**src/rtl/pipe_pkg.sv**
```systemverilog
// Shared types for the RV32I inter-stage pipeline registers: occupancy states
// and the packed control bundles callers use to build in_ctrl.
package pipe_pkg;

  typedef enum logic [1:0] {
    EMPTY = 2'd0,
    BUSY  = 2'd1,
    FULL  = 2'd2
  } stage_state_e;

  localparam int CTRL_BITS = 8;
  localparam logic [CTRL_BITS-1:0] NOP_CTRL = '0;

  typedef struct packed {
    logic reg_write;
    logic mem_to_reg;
  } wb_ctrl_t;

  typedef struct packed {
    logic mem_read;
    logic mem_write;
    logic branch;
  } mem_ctrl_t;

  typedef struct packed {
    logic       alu_src;
    logic [1:0] alu_op;
  } exe_ctrl_t;

  // All-zero fields pack to NOP_CTRL, so an idle stage decodes as a bubble.
  function automatic logic [CTRL_BITS-1:0] pack_ctrl(wb_ctrl_t wb, mem_ctrl_t mem, exe_ctrl_t exe);
    return {wb, mem, exe};
  endfunction

endpackage

```
**src/rtl/pipe_slot.sv**
```systemverilog
// One pipeline entry: valid flag plus control and data bundles.
// clear has priority over load; a cleared slot always presents a NOP control.
module pipe_slot #(
  parameter int CTRL_W   = 8,
  parameter int DATA_W   = 128,
  parameter bit CLR_DATA = 1'b0
) (
  input  logic              clk,
  input  logic              rst,
  input  logic              load,
  input  logic              clear,
  input  logic [CTRL_W-1:0] d_ctrl,
  input  logic [DATA_W-1:0] d_data,
  output logic              valid,
  output logic [CTRL_W-1:0] ctrl,
  output logic [DATA_W-1:0] data
);

  logic              valid_reg;
  logic [CTRL_W-1:0] ctrl_reg;
  logic [DATA_W-1:0] data_reg;

  always_ff @(posedge clk or negedge rst) begin
    if (!rst) begin
      valid_reg <= 1'b0;
      ctrl_reg  <= '0;
      data_reg  <= '0;
    end else if (clear) begin
      valid_reg <= 1'b0;
      ctrl_reg  <= '0;
      if (CLR_DATA) data_reg <= '0;
    end else if (load) begin
      valid_reg <= 1'b1;
      ctrl_reg  <= d_ctrl;
      data_reg  <= d_data;
    end
  end

  assign valid = valid_reg;
  assign ctrl  = ctrl_reg;
  assign data  = data_reg;

endmodule

```
**src/rtl/pipe_stage_hs.sv**
```systemverilog
// Valid/ready pipeline register between RV32I stages, with flush, optional
// two-entry skid buffer (registered in_ready) and a saturating stall counter.
module pipe_stage_hs
  import pipe_pkg::*;
#(
  parameter int DATA_W   = 128,
  parameter int CTRL_W   = 8,
  parameter bit SKID     = 1'b1,
  parameter int CNT_W    = 16,
  parameter bit CLR_DATA = 1'b0
) (
  input  logic              clk,
  input  logic              rst,
  input  logic              flush,
  input  logic              in_valid,
  output logic              in_ready,
  input  logic [CTRL_W-1:0] in_ctrl,
  input  logic [DATA_W-1:0] in_data,
  output logic              out_valid,
  input  logic              out_ready,
  output logic [CTRL_W-1:0] out_ctrl,
  output logic [DATA_W-1:0] out_data,
  output logic [CNT_W-1:0]  stall_cnt,
  input  logic              cnt_clr
);

  logic              in_xfer;
  logic              out_xfer;
  logic              main_load;
  logic              main_clear;
  logic [CTRL_W-1:0] main_d_ctrl;
  logic [DATA_W-1:0] main_d_data;
  logic [CNT_W-1:0]  stall_cnt_reg;

  // A transfer presented together with flush is dropped.
  assign in_xfer  = in_valid && in_ready && !flush;
  assign out_xfer = out_valid && out_ready;

  pipe_slot #(.CTRL_W(CTRL_W), .DATA_W(DATA_W), .CLR_DATA(CLR_DATA)) u_main (
    .clk    (clk),
    .rst    (rst),
    .load   (main_load),
    .clear  (main_clear),
    .d_ctrl (main_d_ctrl),
    .d_data (main_d_data),
    .valid  (out_valid),
    .ctrl   (out_ctrl),
    .data   (out_data)
  );

  generate
    if (SKID) begin : g_skid
      stage_state_e      state_reg;
      logic              in_ready_reg;
      logic              skid_load;
      logic              skid_clear;
      logic              skid_valid;
      logic [CTRL_W-1:0] skid_ctrl;
      logic [DATA_W-1:0] skid_data;

      // Main refills from the skid slot only when leaving FULL, which keeps order.
      assign main_load   = (state_reg == EMPTY && in_xfer)
                        || (state_reg == BUSY && in_xfer && out_ready)
                        || (state_reg == FULL && out_xfer && !flush);
      assign main_clear  = flush || (state_reg == BUSY && out_xfer && !in_xfer);
      assign main_d_ctrl = (state_reg == FULL) ? skid_ctrl : in_ctrl;
      assign main_d_data = (state_reg == FULL) ? skid_data : in_data;
      assign skid_load   = state_reg == BUSY && in_xfer && !out_ready;
      assign skid_clear  = flush || (state_reg == FULL && out_xfer);
      assign in_ready    = in_ready_reg;

      pipe_slot #(.CTRL_W(CTRL_W), .DATA_W(DATA_W), .CLR_DATA(CLR_DATA)) u_skid (
        .clk    (clk),
        .rst    (rst),
        .load   (skid_load),
        .clear  (skid_clear),
        .d_ctrl (in_ctrl),
        .d_data (in_data),
        .valid  (skid_valid),
        .ctrl   (skid_ctrl),
        .data   (skid_data)
      );

      always_ff @(posedge clk or negedge rst) begin
        if (!rst) begin
          state_reg    <= EMPTY;
          in_ready_reg <= 1'b1;
        end else if (flush) begin
          state_reg    <= EMPTY;
          in_ready_reg <= 1'b1;
        end else begin
          case (state_reg)
            EMPTY: if (in_xfer) state_reg <= BUSY;
            BUSY: begin
              if (in_xfer && !out_ready) begin
                state_reg    <= FULL;
                in_ready_reg <= 1'b0;
              end else if (out_xfer && !in_xfer) begin
                state_reg <= EMPTY;
              end
            end
            FULL: begin
              if (out_xfer) begin
                state_reg    <= BUSY;
                in_ready_reg <= 1'b1;
              end
            end
            default: begin
              state_reg    <= EMPTY;
              in_ready_reg <= 1'b1;
            end
          endcase
        end
      end
    end else begin : g_single
      assign in_ready    = !out_valid || out_ready;
      assign main_load   = in_xfer;
      assign main_clear  = flush || (out_xfer && !in_xfer);
      assign main_d_ctrl = in_ctrl;
      assign main_d_data = in_data;
    end
  endgenerate

  // Saturating profiler; clear beats increment, flush leaves it alone.
  always_ff @(posedge clk or negedge rst) begin
    if (!rst) begin
      stall_cnt_reg <= '0;
    end else if (cnt_clr) begin
      stall_cnt_reg <= '0;
    end else if (out_valid && !out_ready && (stall_cnt_reg != {CNT_W{1'b1}})) begin
      stall_cnt_reg <= stall_cnt_reg + CNT_W'(1);
    end
  end

  assign stall_cnt = stall_cnt_reg;

endmodule

```
**config.mk**
```make
export PLATFORM = sky130hd
export DESIGN_NAME = pipe_stage_hs
export DESIGN_NICKNAME = d
export VERILOG_FILES = /design/src/rtl/pipe_pkg.sv /design/src/rtl/pipe_slot.sv /design/src/rtl/pipe_stage_hs.sv
export SDC_FILE = /design/constraint.sdc
export NUM_CORES = 1
export LEC_CHECK = 0
export ABC_AREA = 1
export BUFFER_PORTS_ARGS = -buffer_cell sky130_fd_sc_hd__buf_2
export CAP_MARGIN = 20
export CORE_AREA = 3 3 195 197
export CTS_BUF_LIST = sky130_fd_sc_hd__clkbuf_16
export DETAILED_ROUTE_END_ITERATION = 6
export DIE_AREA = 0 0 198 200
export SLEW_MARGIN = 5
export SYNTH_ARGS = -nofsm -noshare
export SYNTH_HDL_FRONTEND = slang
export SYNTH_SLANG_ARGS = --single-unit
```
**constraint.sdc**
```tcl
create_clock -name clk -period 1.47 [get_ports clk]
set_input_delay 0 -clock clk [delete_from_list [all_inputs] [get_ports clk]]
set_output_delay 0 -clock clk [all_outputs]
set_load 0.02 [all_outputs]
```
==> run summary, run 1 <==
Fin util -> 0.5357
Worst Setup Start Kind -> flip-flop
Total CTS buffers -> 31
Most frequent cells in the layout -> nand2_1 (537), buf_2 (293), dfrtp_1 (285), inv_1 (163), dlygate4sd3_1 (142)
Tcrit/Tclk final -> 1.192
Port bufs -> 295
Layout cell share with drive strength beyond 1 -> 0.2953
Initial antenna violation count -> 2
Area Overhead vs Synth -> 53.75%
CTS max path bufs -> 3
Synth unique cells -> 27
WP data arrival -> 2.25 ns
Clock latency on the worst-skew pair -> 0.57 ns
GP Congestion -> 0.8110
Ant diodes -> 0
Syn Inst Count -> 1494
Core area -> 36430 um2
Slew @ Worst Pin -> 0.4454 ns
Die area -> 39600 um2
Detailed router's first-iteration violation count -> 623
DR pass1 iterations -> 5
GRT Total Usage -> 0.1911
Leak pwr -> 10.33 nW
R2r setup slk -> -0.28 ns
Residual DRC -> 0
Top Ports -> 296
Violated checks -> negative setup slack
Site Rows -> 70
Die Span X -> 198 um
HP Class -> input pin to flip-flop
Finish-stage setup viols -> 275
Final wirelength -> 44680 um
Via count -> 12240
Slew margin rel. -> 0.7030
H-tree depth -> 1
CTS tree -> built
FMAX -> 570.8 MHz
RSZ-0062 raised after global routing -> yes
Synthesized Nets -> 1637
Outcome -> finished with violations
Most common cell after layout, fill and taps aside -> nand2_1
First-pass GRT wire length -> 61530 um
Die Ht -> 200 um
Yosys reg bits -> 292
CP Max Fanout -> 7
Max Slew Vio Count -> 0
Seq/Total Area, Yosys -> 0.5757
Total power -> 27.58 mW
Min cycle time layout -> 1.752 ns
Number of global-route vias before repair -> 11720
Clock skew -> 0.01813 ns
Largest net degree at the start of global routing -> 96
DR vias/cell -> 4.890
CTS sink count -> 292
Worst VDD drop -> 845.5 uV
Layout net count -> 2159
CP Class -> flip-flop to flip-flop
Post-synthesis average cell area -> 8.497 um2
Final WS setup -> -0.2819 ns
Synthesized area -> 12690 um2
DP HPWL -> 24130 um
YS warnings -> 0
Clk pin slew, worst setup/hold paths -> 0.06 ns
Total congestion overflow -> 0
Max-cap viol count -> 0
Root buffer cell -> clkbuf_16
Post-DRT Antenna Nets -> 0
Initial core utilization -> 0.3484
CP Data Required Time -> 1.97 ns
Critical Path End Type -> flip-flop
Final hold vios -> 0
PD cells -> 1413 nW/um2
Average wire per standard cell -> 17.85 um
[metrics by stage]
stage	TNS [ns]	setup WS (ns)	hold slack [ns]	instances	cell area, um2
finish	-55.32	-0.2819	0.08074	2503	19520
global route	-79.47	-0.3626	0.1102	2503	19520
CTS	-50.81	-0.2636	0.05241	2455	18140
detailed placement	-51.84	-0.3501	-0.04572	2241	15250
global placement	-43.58	-0.2927	-0.05996	2241	15250
floorplan	-17.47	-0.1034	-0.2956	1494	12840
[critical path: stages (launching register included)]
cell and delay, ns:
dfstp_2 0.53, nand2_2 0.07, nor2_4 0.09, buf_6 0.11, o211ai_1 0.12, nand2_4 0.13
buf_6 0.12, buf_12 0.16, clkbuf_16 0.17, o211ai_1 0.09, nand2_1 0.07
[cell type report]
type / instances / area, um2
clock inverter: 21 / 111.4
timing repair inverter: 3 / 47.55
timing repair buffer: 574 / 5150
sequential: 292 / 7316
multi-input combinational: 956 / 4907
clock buffer: 31 / 775.7
inverter: 158 / 624.3
tap: 468 / 585.6
fill: 3282 / 16920
[cells by family after synthesis]
group / Yosys count / synth area share
simple gates: 662 / 0.2036
flops: 292 / 0.5757
compound gates: 290 / 0.1404
buf+inv: 246 / 0.07717
xor+xnor: 3 / 0.002070
fa+ha+maj: 1 / 0.0009855
[layer usage]
layer | global-route usage | share of wire | up-vias
met5 | 0 | 0.00060 | -
li1 | - | - | 5852
met3 | 0.04700 | 0.074 | 77
met2 | 0.3227 | 0.49 | 362
met4 | 0.04744 | 0.022 | 4
met1 | 0.2495 | 0.42 | 5945
[final timing paths]
kind                                      start                      end  depth (start not counted)
worst max-delay path                   in_ready          u_main.data[62]                         10
worst min-delay path                  out_ready            stall_cnt[10]                          6
worst max register to register         in_ready          u_main.data[62]                         10
worst min register to register  u_main.data[90]          u_main.data[90]                          2
max in group asynchronous                   rst  g_skid.u_skid.data[112]                          4
min in group asynchronous                   rst          u_main.data[10]                          3
[power by group]
group	switching (mW)	internal, mW
Combinational	4.93	3.41
Sequential	1.38	10.8
Clock	3.16	3.93
Total	9.46	18.1
[timing repair]
item                                    4_1_cts  5_1_grt
setup buffers                                 9       13
hold buffers                                142        0
endpoints found under the setup margin      271      291
hold endpoints to repair                    583        0
gates resized for setup                      58      228
gates cloned                                 13       35
pin swaps                                     4        7
[cell usage after synthesis]
master	count	share of area
o21ai_1	23	0.0091
buf_4	6	0.0035
nand4_1	12	0.0059
inv_2	5	0.0015
o21ai_0	129	0.051
dfstp_2	1	0.0021
o22ai_1	1	0.00049
buf_1	5	0.0015
xor2_1	3	0.0021
buf_2	27	0.011
clkbuf_1	50	0.015
o211ai_1	131	0.077
nand2_1	601	0.18
nand3b_1	3	0.0018
ha_1	1	0.00099
a21oi_1	5	0.0020
nand3_1	17	0.0067
or2_2	1	0.00049
nand2_2	1	0.00049
nor2_2	4	0.0020
nor2_1	19	0.0056
nand3_2	1	0.00079
o21bai_1	1	0.00059
inv_1	153	0.045
nor2_4	2	0.0018
dfrtp_1	291	0.57
nor3_1	1	0.00039
No activity file was read; power rests on OpenSTA's default activity.
==> inputs of run 2 (changes only) <==
--- a/constraint.sdc
+++ b/constraint.sdc
@@ -3,2 +3,2 @@
 set_output_delay 0 -clock clk [all_outputs]
-set_load 0.02 [all_outputs]
+set_load 0.005 [all_outputs]
==> run 2 against run 1 <==
The flow still finishes with violations (negative setup slack). Register-to-register slack gained 0.03 ns. Final cell count up 0.12%. Clock skew grew 0.0034 ns. Highest routed layer unchanged. Largest power group unchanged. Final area rose by 1.2%. Flip-flop and latch count unchanged. Critical endpoint is now u_main.data[19]. Combinational power decreased by 14%. Power hardly changed. Sequential share of layout area decreased by 0.47 points.
==> run summary, run 2 (synthesis results as in run 1) <==
Outcome -> finished with violations
Violated checks -> negative setup slack
Port bufs -> 295
Most frequent cells in the layout -> nand2_1 (509), buf_2 (294), dfrtp_1 (291), inv_1 (158), dlygate4sd3_1 (141)
Critical-path top delay cell -> dfstp_2
CP max stage delay -> 0.55 ns
First-pass GRT wire length -> 66540 um
DP HPWL -> 23660 um
GRT Total Usage -> 0.2117
Number of global-route vias before repair -> 12190
Clock latency on the worst-skew pair -> 0.53 ns
CP Max Fanout -> 8
Most common cell after layout, fill and taps aside -> nand2_1
Layout cell share with drive strength beyond 1 -> 0.3106
CTS sink count -> 292
Final wirelength -> 44050 um
Max Slew Vio Count -> 0
Worst VDD drop -> 1062 uV
Initial core utilization -> 0.3484
Slew @ Worst Pin -> 0.4906 ns
Area Overhead vs Synth -> 55.52%
Tcrit/Tclk final -> 1.173
Total CTS buffers -> 36
Largest net degree at the start of global routing -> 58
Clk pin slew, worst setup/hold paths -> 0.06 ns
CP Class -> flip-flop to flip-flop
HP Class -> input pin to async pin
Ant diodes -> 0
Initial antenna violation count -> 1
Residual DRC -> 0
GP Congestion -> 0.7918
Worst path top cell family by delay -> flip-flops
Layout net count -> 2155
Final Cell Area -> 19740 um2
Hold WS -> 0.01867 ns
WP data arrival -> 2.11 ns
Post-DRT Antenna Nets -> 0
Finish-stage setup viols -> 275
Clock skew -> 0.02155 ns
CP Data Required Time -> 1.86 ns
FMAX -> 580.0 MHz
Die area -> 39600 um2
Worst Setup SP -> in_ready
PD cells -> 1397 nW/um2
Min cycle time layout -> 1.724 ns
Site Rows -> 70
Worst R2R Start -> in_ready
Final hold vios -> 0
Root buffer cell -> clkbuf_16
Leak pwr -> 10.30 nW
Die Span X -> 198 um
Average wire per standard cell -> 17.58 um
H-tree depth -> 2
Core area -> 36430 um2
RSZ-0062 raised after global routing -> yes
Total negative slack -> -52.12 ns
Worst path buffer plus inverter count -> 4
CTS tree -> built
Worst Setup Start Kind -> flip-flop
Critical Path End Type -> flip-flop
DR pass1 iterations -> 5
Fin util -> 0.5419
CP Cell Sequence -> nand2_4, nor2_4, buf_6, o211ai_1, nand2_4, buf_12, inv_16, buf_16, nand2_1, nand2_1
Slew margin rel. -> 0.6726
Via count -> 12140
Max-cap viol count -> 0
CTS max path bufs -> 3
Detailed router's first-iteration violation count -> 576
Placed Area -> 15310 um2
Top Ports -> 296
Total congestion overflow -> 0
Die Ht -> 200 um
Final WS setup -> -0.2541 ns
Setup WS pre-CTS -> -0.3048 ns
DR vias/cell -> 4.844
-- run 2: changes by cell type in the layout (fill, tap and decap cells not counted), sizes merged --
cell	delta
clkinv	+11
inv	-7
clkbuf	-5
buf	+3
bufbuf	+1
clkinvlp	+1
dlygate4sd3	-1
-- run 2: metal layers --
layer  wire length [um]  up-vias  track usage
met5                  8        -            0
met4               1078        2      0.06317
met3               3079       66      0.05639
met2              21380      362       0.3520
met1              18500     5850       0.2736
li1                   -     5858            -
-- run 2: final timing paths --
path	endpoint	slack, ns	depth (start not counted)
max	u_main.data[19]	-0.25	10
min	u_main.data[16]	0.02	2
max reg2reg	u_main.data[19]	-0.25	10
min reg2reg	u_main.data[29]	0.47	2
max in group asynchronous	u_main.data[6]	0.73	3
min in group clk	g_skid.state_reg[1]	0.07	5
-- run 2: layout make-up --
class                           instances  area (um2)
Sequential cell                       292        7308
Clock inverter                         28       160.2
Multi-Input combinational cell        956        4974
Timing Repair Buffer                  567        5179
Clock buffer                           36       900.9
Tap cell                              468       585.6
Fill cell                            3222       16690
Timing Repair inverter                  1       11.26
Inverter                              158       624.3
-- run 2: stage by stage --
stage	total power [mW]	std cells
finish	27.58	2506
global route	29.34	2506
CTS	27.12	2496
detailed placement	17.71	2241
global placement	17.50	2241
floorplan	14.94	1494
-- run 2: where the power goes --
group	switching (mW)	leakage (nW)	total (mW)	internal (mW)
Sequential	1.49	3.66	12.3	10.8
Combinational	3.68	6.10	7.21	3.53
Clock	3.48	0.540	8.10	4.63
-- run 2: timing repair --
| action | in CTS | in global routing |
|---|---|---|
| buffers inserted | 22 | 3 |
| pin swaps | 14 | 0 |
| hold endpoints to repair | 579 | 0 |
| hold buffers | 141 | 0 |
| gates cloned | 29 | 16 |
| gates resized for setup | 161 | 183 |
| endpoints found under the setup margin | 289 | 291 |
==> inputs of run 3 (changes only) <==
CORE_AREA = 3 3 183 185   (was 3 3 195 197)
DIE_AREA = 0 0 186 188   (was 0 0 198 200)
==> run 3 against run 2 <==
The flow still finishes with violations (negative setup slack). Flip-flop and latch count unchanged. Final cell count decreased by 4.2%. Combinational power decreased by 16%. Hold slack improved by 0.066 ns. Final area decreased by 7.6%. Highest routed layer unchanged. Wire length decreased by 13%. Register-to-register slack improved by 0.12 ns. Largest power group unchanged. Critical path type unchanged. Clock power decreased by 7.8%. First-iteration DRC count increased by 1.2%. Power decreased by 7.0%. Setup slack improved by 0.12 ns.
==> run summary, run 3 (synthesis results as in run 1) <==
Outcome -> finished with violations
Violated checks -> negative setup slack
Clk pin slew, worst setup/hold paths -> 0.06 ns
GP Congestion -> 0.8001
Most frequent CP cell -> o211ai_1
Worst Setup Start Kind -> flip-flop
Layout cell share with drive strength beyond 1 -> 0.2416
DP HPWL -> 22840 um
Critical Path End Type -> flip-flop
Die Span X -> 186 um
Worst VDD drop -> 789.4 uV
CP Data Required Time -> 1.91 ns
Cells after DPL -> 2175
Area Overhead vs Synth -> 43.67%
Final WS setup -> -0.1302 ns
Worst R2R Start -> in_ready
Post-DRT Antenna Nets -> 0
Port bufs -> 295
Total congestion overflow -> 0
H-tree depth -> 2
Slew @ Worst Pin -> 0.4412 ns
Number of global-route vias before repair -> 11340
Final wirelength -> 38200 um
Slew margin rel. -> 0.7056
Root buffer cell -> clkbuf_16
Residual DRC -> 0
DR vias/cell -> 4.908
Initial antenna violation count -> 3
Most frequent cells in the layout -> nand2_1 (574), buf_2 (294), dfrtp_1 (291), inv_1 (167), dlygate4sd3_1 (141)
Initial core utilization -> 0.3942
Detailed router's first-iteration violation count -> 583
Leak pwr -> 9.688 nW
Final Non-Filler Cells -> 2401
Via count -> 11780
Most common cell after layout, fill and taps aside -> nand2_1
Final hold vios -> 0
CP endpoint -> u_main.data[48]
Core area -> 32210 um2
CP Max Fanout -> 9
Die area -> 34970 um2
Min cycle time layout -> 1.600 ns
Die Ht -> 188 um
Total power -> 25.64 mW
CP Cell Sequence -> nand2_2, nor2_4, o211ai_1, nand2_4, buf_12, buf_16, o211ai_1, nand2_1
CP max stage delay -> 0.53 ns
CTS tree -> built
Total CTS buffers -> 34
R2r setup slk -> -0.13 ns
R2r endpoint -> u_main.data[48]
CTS max path bufs -> 3
Worst Setup SP -> in_ready
Layout net count -> 2113
Max Slew Vio Count -> 0
Reg2reg path depth -> 8
Critical-path top delay cell -> dfstp_2
Largest net degree at the start of global routing -> 89
HP Class -> input pin to flip-flop
PD cells -> 1406 nW/um2
Top Ports -> 296
Clock skew -> 0.01239 ns
CP Class -> flip-flop to flip-flop
GRT Total Usage -> 0.2013
FMAX -> 624.9 MHz
Site Rows -> 66
CTS sink count -> 292
First-pass GRT wire length -> 57820 um
Finish-stage setup viols -> 282
DR pass1 iterations -> 5
RSZ-0062 raised after global routing -> yes
Clock latency on the worst-skew pair -> 0.50 ns
Max-cap viol count -> 0
Average wire per standard cell -> 15.91 um
WP data arrival -> 2.04 ns
Hold WS -> 0.08514 ns
Tcrit/Tclk final -> 1.089
run 3: cell count changes in the layout (fill, tap and decap cells not counted), moves of 6 or more:
cell	previous run	this run
buf_16	27	6
o21ai_1	73	64
nand2_4	22	6
buf_12	30	24
inv_1	158	167
clkinv_1	13	6
buf_6	5	11
buf_8	10	3
clkinv_2	6	0
nand2_1	509	574
o21ai_0	30	78
o21ai_2	49	10
nand2_2	71	22
run 3: stage by stage:
step	TNS, ns	cell area (um2)	setup WS [ns]	utilization
2_1_floorplan	-4.135	12790	-0.03623	-
3_3_place_gp	-11.48	15140	-0.09201	0.4702
3_5_place_dp	-17.94	15140	-0.1322	0.4702
4_1_cts	-20.44	17540	-0.1151	0.5447
5_1_grt	-41.09	18240	-0.2062	0.5663
6_report	-16.66	18240	-0.1302	0.5663
run 3: how the worst min path moves through the flow:
stage | startpoint | end | slack (ns) | cells past startpoint
2_1_floorplan | rst | g_skid.state_reg[0] | -0.30 | 0
3_3_place_gp | rst | u_main.data[9] | -0.1 | 1
3_5_place_dp | rst | u_main.data[9] | -0.1 | 1
4_1_cts | in_valid | g_skid.state_reg[0] | -0.03 | 6
5_1_grt | in_valid | g_skid.state_reg[0] | 0.1 | 7
6_report | in_valid | g_skid.state_reg[0] | 0.09 | 7
run 3: power breakdown:
group          internal [mW]  switching (mW)
registers               10.8            1.36
logic                   2.82            3.22
clock network           4.26            3.21
total                   17.9            7.78
run 3: repair_timing:
| action | 4_1_cts | 5_1_grt |
|---|---|---|
| endpoints found under the setup margin | 288 | 291 |
| gates resized for setup | 12 | 112 |
| pin swaps | 8 | 18 |
| hold buffers | 141 | 0 |
| cloned | 0 | 19 |
| buffers inserted | 0 | 7 |
| endpoints found under the hold margin | 580 | 0 |
run 3: area by class of cell:
type	count	area [um2]
diodes	2	5.005
inverters	158	626.9
well taps	408	510.5
repair buffers	528	4240
clock buffers	35	875.8
multi-input cells	956	4584
clock inverters	22	87.58
fillers	2851	13970
flip-flops and latches	292	7308
run 3: per-layer routing:
metal,track usage,part of all wire
met1,0.2698,0.43
met2,0.3251,0.48
met3,0.05082,0.069
met4,0.05643,0.023
met5,0,0.00045
run 3: worst max-delay path: cells and delay by family, from the launching register on:
kind                   cells  cell delay [ns]
AO/OA/AOI/OAI              2             0.25
AND/OR/NAND/NOR            4             0.43
flip-flops                 1             0.53
buffers and inverters      2             0.32
